--- config.mk ---
export PLATFORM = sky130hd
export DESIGN_NAME = ppu_regif
export DESIGN_NICKNAME = d
export VERILOG_FILES = /design/src/rtl/ppu_pkg.sv /design/src/rtl/ppu_rdbuf_fsm.sv /design/src/rtl/ppu_regif.sv
export SDC_FILE = /design/constraint.sdc
export NUM_CORES = 1
export LEC_CHECK = 0
export CORE_MARGIN = 1
export CORE_UTILIZATION = 53
export DETAILED_ROUTE_END_ITERATION = 8
export HOLD_SLACK_MARGIN = 0.06
export PLACE_DENSITY = 0.92
export SETUP_SLACK_MARGIN = 0.2
export SYNTH_ARGS = -nofsm -noshare
export SYNTH_HDL_FRONTEND = slang
export SYNTH_SLANG_ARGS = --single-unit
--- constraint.sdc ---
create_clock -name i_cpu_clk -period 4.3 [get_ports i_cpu_clk]
set_input_delay 1.075 -clock i_cpu_clk [delete_from_list [all_inputs] [get_ports i_cpu_clk]]
set_output_delay 1.075 -clock i_cpu_clk [all_outputs]
set_load 0.1 [all_outputs]
--- src/rtl/ppu_pkg.sv ---
// ppu_pkg: register indices, status bit positions and read-buffer FSM encoding
// shared by the PPU register interface and its $2007 fetch sub-module.
package ppu_pkg;

  // CPU-visible register indices (address bits [2:0])
  localparam logic [2:0] PPU_CTRL    = 3'd0;
  localparam logic [2:0] PPU_MASK    = 3'd1;
  localparam logic [2:0] PPU_STATUS  = 3'd2;
  localparam logic [2:0] PPU_OAMADDR = 3'd3;
  localparam logic [2:0] PPU_OAMDATA = 3'd4;
  localparam logic [2:0] PPU_SCROLL  = 3'd5;
  localparam logic [2:0] PPU_ADDR    = 3'd6;
  localparam logic [2:0] PPU_DATA    = 3'd7;

  // $2002 status bit positions
  localparam int STAT_VBL  = 7;
  localparam int STAT_SPR0 = 6;
  localparam int STAT_OVFL = 5;

  // Palette reads refill the buffer from the nametable underneath the palette
  localparam logic [14:0] PAL_SHADOW_OFS = 15'h1000;

  typedef enum logic [1:0] {
    RB_IDLE = 2'd0,
    RB_WAIT = 2'd1,
    RB_FILL = 2'd2
  } rdbuf_state_e;

  // Palette window: V[13:8] == $3F
  function automatic logic is_pal(input logic [14:0] v);
    return v[13:8] == 6'h3F;
  endfunction

endpackage

--- src/rtl/ppu_rdbuf_fsm.sv ---
// ppu_rdbuf_fsm: $2007 read buffer and its VRAM fetch sequencer.
// A launch registers the address and issues a one-cycle read strobe the next
// cycle; the buffer captures VRAM data RD_LAT cycles after that strobe.
// A relaunch while waiting restarts the fetch; an abort drops it and keeps the buffer.
module ppu_rdbuf_fsm import ppu_pkg::*; #(
  parameter int RD_LAT = 1
) (
  input  logic        i_cpu_clk,
  input  logic        i_cpu_rstn,
  input  logic        start,
  input  logic        abort,
  input  logic [14:0] start_addr,
  input  logic [7:0]  vram_rdata,
  output logic        vram_re,
  output logic [14:0] fetch_addr,
  output logic [7:0]  rd_data,
  output logic        busy
);

  rdbuf_state_e state_reg, state_next;
  logic [1:0]   cnt_reg, cnt_next;
  logic [14:0]  addr_reg, addr_next;
  logic         re_reg, re_next;
  logic [7:0]   buf_reg, buf_next;

  // State, counter, address and buffer registers
  always_ff @(posedge i_cpu_clk or negedge i_cpu_rstn) begin
    if (!i_cpu_rstn) begin
      state_reg <= RB_IDLE;
      cnt_reg   <= 2'd0;
      addr_reg  <= 15'd0;
      re_reg    <= 1'b0;
      buf_reg   <= 8'd0;
    end else begin
      state_reg <= state_next;
      cnt_reg   <= cnt_next;
      addr_reg  <= addr_next;
      re_reg    <= re_next;
      buf_reg   <= buf_next;
    end
  end

  // Next-state: count out the latency, fill, then honour abort/relaunch
  always_comb begin
    state_next = state_reg;
    cnt_next   = cnt_reg;
    addr_next  = addr_reg;
    re_next    = 1'b0;
    buf_next   = buf_reg;
    case (state_reg)
      RB_WAIT: begin
        cnt_next = cnt_reg + 2'd1;
        if (cnt_reg == 2'(RD_LAT - 1)) state_next = RB_FILL;
      end
      RB_FILL: begin
        buf_next   = vram_rdata;
        state_next = RB_IDLE;
      end
      default: ;
    endcase
    if (abort) begin
      state_next = RB_IDLE;
      buf_next   = buf_reg;
    end
    if (start) begin
      state_next = RB_WAIT;
      cnt_next   = 2'd0;
      addr_next  = start_addr;
      re_next    = 1'b1;
    end
  end

  // A CPU write owns the VRAM port in its cycle, so it suppresses a pending strobe
  assign vram_re    = re_reg & ~abort;
  assign fetch_addr = addr_reg;
  // Data arriving in the fill cycle is forwarded so a read there sees the fresh value
  assign rd_data    = (state_reg == RB_FILL) ? vram_rdata : buf_reg;
  assign busy       = (state_reg != RB_IDLE);

endmodule

--- src/rtl/ppu_regif.sv ---
// ppu_regif: CPU-facing PPU register file ($2000-$2007 mirrored to $3FFF).
// Holds CTRL/MASK/OAMADDR, Loopy T/V/fine-X/w, VBL/NMI, the open-bus latch and
// the $2007 read buffer (ppu_rdbuf_fsm).
// Build option: PPU_OPENBUS_DECAY_EN adds an open-bus decay timer of DECAY_CYC cycles.
module ppu_regif import ppu_pkg::*; #(
  parameter int VRAM_AW   = 14,
  parameter int RD_LAT    = 1,
  parameter int OAM_AW    = 8,
  parameter int DECAY_CYC = 1000000
) (
  input  logic               i_cpu_clk,
  input  logic               i_cpu_rstn,
  input  logic               i_bus_en,
  input  logic [15:0]        i_bus_addr,
  input  logic               i_bus_wn,
  input  logic [7:0]         i_bus_wdata,
  output logic [7:0]         o_ppu_rdata,
  output logic [OAM_AW-1:0]  o_oam_addr,
  output logic               o_oam_we,
  output logic [7:0]         o_oam_wdata,
  input  logic [7:0]         i_oam_rdata,
  output logic [VRAM_AW-1:0] o_vram_addr,
  output logic               o_vram_we,
  output logic               o_vram_re,
  output logic [7:0]         o_vram_wdata,
  input  logic [7:0]         i_vram_rdata,
  input  logic [7:0]         i_pal_rdata,
  output logic [7:0]         o_ppuctrl,
  output logic [7:0]         o_ppumask,
  output logic [14:0]        o_loopy_t,
  output logic [2:0]         o_fine_x,
  output logic               o_force_rld,
  output logic               o_rdbuf_busy,
  input  logic               i_spr_ovfl,
  input  logic               i_spr_0hit,
  input  logic               i_rde_run,
  input  logic               i_vblank,
  output logic               o_nmi_n
);

  logic [7:0]        ctrl_reg, mask_reg, ob_reg;
  logic [OAM_AW-1:0] oam_addr_reg;
  logic [14:0]       t_reg, v_reg;
  logic [2:0]        fine_x_reg;
  logic              w_reg, force_rld_reg, vbl_reg, vblank_d_reg;

  logic        acc, rd_acc, wr_acc, status_rd, data_acc;
  logic [2:0]  reg_idx;
  logic [14:0] v_step, fetch_addr;
  logic [7:0]  rdbuf_data;
  logic        unused_bits;

  assign acc       = i_bus_en & (i_bus_addr[15:13] == 3'b001);
  assign reg_idx   = i_bus_addr[2:0];
  assign rd_acc    = acc & i_bus_wn;
  assign wr_acc    = acc & ~i_bus_wn;
  assign status_rd = rd_acc & (reg_idx == PPU_STATUS);
  assign data_acc  = acc & (reg_idx == PPU_DATA);
  assign v_step    = ctrl_reg[2] ? 15'd32 : 15'd1;

  // CTRL/MASK/OAMADDR, Loopy T/V/fine-X, write toggle and the reload pulse
  always_ff @(posedge i_cpu_clk or negedge i_cpu_rstn) begin
    if (!i_cpu_rstn) begin
      ctrl_reg      <= 8'd0;
      mask_reg      <= 8'd0;
      oam_addr_reg  <= '0;
      t_reg         <= 15'd0;
      v_reg         <= 15'd0;
      fine_x_reg    <= 3'd0;
      w_reg         <= 1'b0;
      force_rld_reg <= 1'b0;
    end else begin
      force_rld_reg <= 1'b0;
      if (data_acc) v_reg <= v_reg + v_step;
      if (status_rd) w_reg <= 1'b0;
      if (wr_acc) begin
        case (reg_idx)
          PPU_CTRL: begin
            ctrl_reg      <= i_bus_wdata;
            t_reg[11:10]  <= i_bus_wdata[1:0];
          end
          PPU_MASK:    mask_reg     <= i_bus_wdata;
          PPU_OAMADDR: oam_addr_reg <= OAM_AW'(i_bus_wdata);
          PPU_OAMDATA: if (!i_rde_run) oam_addr_reg <= oam_addr_reg + OAM_AW'(1);
          PPU_SCROLL: begin
            if (!w_reg) begin
              t_reg[4:0] <= i_bus_wdata[7:3];
              fine_x_reg <= i_bus_wdata[2:0];
            end else begin
              t_reg[9:5]   <= i_bus_wdata[7:3];
              t_reg[14:12] <= i_bus_wdata[2:0];
            end
            w_reg <= ~w_reg;
          end
          PPU_ADDR: begin
            if (!w_reg) begin
              t_reg[14:8] <= {1'b0, i_bus_wdata[5:0]};
            end else begin
              t_reg[7:0]    <= i_bus_wdata;
              v_reg         <= {t_reg[14:8], i_bus_wdata};
              force_rld_reg <= 1'b1;
            end
            w_reg <= ~w_reg;
          end
          default: ;
        endcase
      end
    end
  end

  // VBL flag: set on vblank rise unless a $2002 read races it, cleared on fall or read
  always_ff @(posedge i_cpu_clk or negedge i_cpu_rstn) begin
    if (!i_cpu_rstn) begin
      vbl_reg      <= 1'b0;
      vblank_d_reg <= 1'b0;
    end else begin
      vblank_d_reg <= i_vblank;
      if ((~i_vblank & vblank_d_reg) | status_rd) vbl_reg <= 1'b0;
      else if (i_vblank & ~vblank_d_reg)         vbl_reg <= 1'b1;
    end
  end

`ifdef PPU_OPENBUS_DECAY_EN
  localparam int DW = $clog2(DECAY_CYC + 1);
  logic [DW-1:0] decay_cnt_reg;
  logic          refresh_all;

  assign refresh_all = rd_acc & ((reg_idx == PPU_OAMDATA) | (reg_idx == PPU_DATA));

  // Open-bus latch with decay: writes and refreshing reads restart the timer
  always_ff @(posedge i_cpu_clk or negedge i_cpu_rstn) begin
    if (!i_cpu_rstn) begin
      ob_reg        <= 8'd0;
      decay_cnt_reg <= '0;
    end else if (wr_acc) begin
      ob_reg        <= i_bus_wdata;
      decay_cnt_reg <= '0;
    end else if (refresh_all) begin
      ob_reg        <= o_ppu_rdata;
      decay_cnt_reg <= '0;
    end else if (status_rd) begin
      ob_reg[7:5]   <= o_ppu_rdata[7:5];
      decay_cnt_reg <= '0;
    end else if (decay_cnt_reg != DW'(DECAY_CYC)) begin
      decay_cnt_reg <= decay_cnt_reg + DW'(1);
      if (decay_cnt_reg == DW'(DECAY_CYC - 1)) ob_reg <= 8'd0;
    end
  end
`else
  localparam int decay_unused = DECAY_CYC;

  // Open-bus latch: loaded by every decoded write, held indefinitely
  always_ff @(posedge i_cpu_clk or negedge i_cpu_rstn) begin
    if (!i_cpu_rstn)  ob_reg <= 8'd0;
    else if (wr_acc)  ob_reg <= i_bus_wdata;
  end
`endif

  ppu_rdbuf_fsm #(.RD_LAT(RD_LAT)) u_rdbuf (
    .i_cpu_clk  (i_cpu_clk),
    .i_cpu_rstn (i_cpu_rstn),
    .start      (rd_acc & (reg_idx == PPU_DATA)),
    .abort      (wr_acc & (reg_idx == PPU_DATA)),
    .start_addr (is_pal(v_reg) ? (v_reg - PAL_SHADOW_OFS) : v_reg),
    .vram_rdata (i_vram_rdata),
    .vram_re    (o_vram_re),
    .fetch_addr (fetch_addr),
    .rd_data    (rdbuf_data),
    .busy       (o_rdbuf_busy)
  );

  // Read data mux; write-only registers return the open-bus latch
  always_comb begin
    o_ppu_rdata = ob_reg;
    if (rd_acc) begin
      case (reg_idx)
        PPU_STATUS: begin
          o_ppu_rdata[STAT_VBL]  = vbl_reg;
          o_ppu_rdata[STAT_SPR0] = i_spr_0hit;
          o_ppu_rdata[STAT_OVFL] = i_spr_ovfl;
        end
        PPU_OAMDATA: o_ppu_rdata = i_oam_rdata;
        PPU_DATA:    o_ppu_rdata = is_pal(v_reg) ? i_pal_rdata : rdbuf_data;
        default:     o_ppu_rdata = ob_reg;
      endcase
    end
  end

  assign o_oam_addr   = oam_addr_reg;
  assign o_oam_we     = wr_acc & (reg_idx == PPU_OAMDATA) & ~i_rde_run;
  assign o_oam_wdata  = i_bus_wdata;
  assign o_vram_we    = wr_acc & (reg_idx == PPU_DATA);
  assign o_vram_wdata = i_bus_wdata;
  assign o_vram_addr  = o_vram_re ? fetch_addr[VRAM_AW-1:0] : v_reg[VRAM_AW-1:0];
  assign o_ppuctrl    = {ctrl_reg[7:2], t_reg[11:10]};
  assign o_ppumask    = mask_reg;
  assign o_loopy_t    = t_reg;
  assign o_fine_x     = fine_x_reg;
  assign o_force_rld  = force_rld_reg;
  assign o_nmi_n      = ~(vbl_reg & ctrl_reg[7]);

  assign unused_bits  = ^{i_bus_addr[12:3], fetch_addr, ctrl_reg[1:0]};

endmodule

==> impl_metrics.toml <==
[global_routing]
grt_pass1_vias = 4637
gr-total-overflow = 0
grt_pass1_wl_mm = 22.9
grt_use_total_pct = 29.3
grt_max_degree = 68
antenna_found_initial = 0

[clocking]
hold_buffers = 0
cts_tree = "yes"
cts_made_buffers = 9
clk_pin_slew_ps = 90
ctsResizeCount = 2
clk_latency_ps = 370
cts.path.max_buffers = 2
clock_sinks = 93
cts-root-buf = "clkbuf_8"
post_cts_buffers = 0
cts-htree-levels = 3

[sta]
max_freq_mhz = 246
slew_headroom_pct = 32.7
setup_viol = 0
hold_viol_final = 0
rsz0062_at_grt = "yes"
hold-worst-slack_ps = 503
worstMarginPinSlew_ps = 1010
fin_skew_ps = 7.36
fin_crit_sh_pct = 94.7
drv_slew = 0
worst_slack_ps = 230
period_needed_ps = 4070

[placement]
numPortBuffers = 131
dp_hpwl_mm = 10.1
place_ws_ps = 151
globalplace.congestion = 0.880

[floorplan]
rows = 35
start_util_pct = 55.2
core-area_mm2 = 0.00933
die-area_mm2 = 0.0101
die_h_um = 101
die_x_um = 101
io_pins = 142

[critical_path]
path_buf_inv = 3
r2r_start = "v_reg[5]$_DFF_PN0_"
worstPathCellList = "clkdlybuf4s50_1, buf_4, nor3b_2, a21oi_1, nor2_1, mux2_2, buf_12"
reg2reg_to = "v_reg[13]$_DFF_PN0_"
crit_fanout = 20
reg2reg_depth = 5
crit_family = "buffers and inverters"
arrival_ps = 3000
crit_path_end_kind = "primary output"
setup.worst_path.class = "in2out"
crit_path_start_kind = "primary input"
worstPathRequired_ps = 3220
cpPeakStageDelay_ps = 480
r2r_slack_ps = 2190
cp_slowest_cell = "clkdlybuf4s50_1"

[drt]
first_pass_iters = 5
initialDrtViolationCount = 349
detail-route-antenna-nets = 0
num_vias = 4453
wl_per_cell_um = 19.2
drc_errors = 0
wl_mm = 14.2
detail_route.vias_per_cell = 6.03

[hold_path]
holdPathEnd = "o_loopy_t[5]$_DFFE_PN0P_"
holdCritStartpoint = "o_loopy_t[5]$_DFFE_PN0P_"
whs_path_depth = 2
hold_class = "reg2reg"

[power_and_ir_drop]
p_per_area_mw_per_mm2 = 414
pwr-share-comb_pct = 39.8
p_sw_mw = 1.18
p_leak_nw = 3.07
pwr-share-clk_pct = 22.9
swShare_pct = 41.2
seqPwrFrac_pct = 37.3
power.total_mw = 2.86
p_int_mw = 1.68
ir_drop_mv = 0.286

[synth]
synth.ff_latch_count = 93
synth-edff-count = 0
ys_warn_count = 0
synth_top_area_cell = "dfrtp_1"
synth_common_cells = "dfrtp_1, mux2_2, nand2_1, a21oi_1, o21ai_0"
yosysMostFrequentCell = "dfrtp_1"
synth_top_area_share_pct = 45.2
synthTopCellsByArea = "dfrtp_1, mux2_2, a21oi_1"
syn_inst = 494
syn_area_mm2 = 0.00515
avgSynthCellArea_um2 = 10.4
async_flop_share_pct = 100
ys.flop_type = "dfrtp_1"
ys_seq_area_share_pct = 45.2
synth_fp_nets = 556
yosysUniqueCellTypes = 60

[layout]
layout-drive-gt1-share_pct = 26.1
antennaDiodeCount = 0
largest_reg_flops = 15
finalNetCount = 667
area_delta_synth_final_pct = 34.2

[outcome]
outcome = "completed"

[flow_run]
maxCapViolCount = 0
power groups by stage:
stage	combinational, mW	sequential [mW]	clock (mW)
floorplan	0.537	1.33	0
global placement	1.11	1.07	0
detailed placement	1.13	1.08	0
CTS	1.13	1.06	0.661
global route	1.19	1.08	0.696
finish	1.14	1.07	0.654
metrics by stage:
step	util, %	setup TNS [ps]	cell area (µm²)	cells
4_1_cts	74.0	0	6900	739
3_3_place_gp	71.5	0	6670	723
6_report	74.1	0	6910	739
2_1_floorplan	-	-595	5150	494
3_5_place_dp	71.5	0	6670	723
5_1_grt	74.1	0	6910	739
layer usage:
metal	global-route usage (%)	up-vias	wire length (µm)
met5	0	-	0
met4	11.8	0	422
met3	8.95	45	1230
met2	50.2	234	7210
met1	34.5	2171	5310
li1	-	2003	-
tightest hold or removal path: cells and delay by family, from the launching register on:
family / cells / cell delay [ps]
flops: 1 / 360
compound gates: 1 / 60
simple gates: 1 / 50
area by class of cell:
type	count	area [µm²]
Sequential cell	93	2330
Multi-Input combinational cell	339	2500
Fill cell	591	2420
Clock inverter	7	97.6
Clock buffer	9	124
Inverter	16	60.1
Tap cell	129	161
Timing Repair Buffer	146	1640
worst max path at each step:
stage / startpoint / end / cells past startpoint
final: i_bus_addr[2] / o_ppu_rdata[7] / 7
after global routing: i_bus_addr[2] / o_ppu_rdata[7] / 7
after CTS: i_bus_addr[1] / o_vram_addr[2] / 7
after detailed placement: i_bus_addr[0] / o_ppu_rdata[3] / 7
after global placement: i_bus_addr[0] / o_ppu_rdata[4] / 7
after floorplan: i_bus_addr[15] / o_ppu_rdata[0] / 5
cell usage in the layout, fill, tap and decap left out, types with 8 or more instances in the layout:
master and count:
clkbuf_8 9, mux2i_1 12, clkdlybuf4s50_1 89, buf_4 30, dfrtp_1 93, a31oi_1 10, buf_12 25, nor3_1 8
o21ai_0 23, nand3_1 13, inv_1 15, nor2_1 26, mux2_2 67, nand2_1 38, a21oi_1 30
cell families after synthesis:
family / count (synthesis) / share of synthesized area [%]
buffers and inverters: 62 / 6.61
DFF: 93 / 45.2
muxes: 79 / 17.0
AOI/OAI and AO/OA: 110 / 13.9
and+or+nand+nor: 136 / 14.5
adders and majority gates: 7 / 1.65
xor gates and xnor gates: 7 / 1.19
Note: power is estimated with default switching activity, not from simulation.
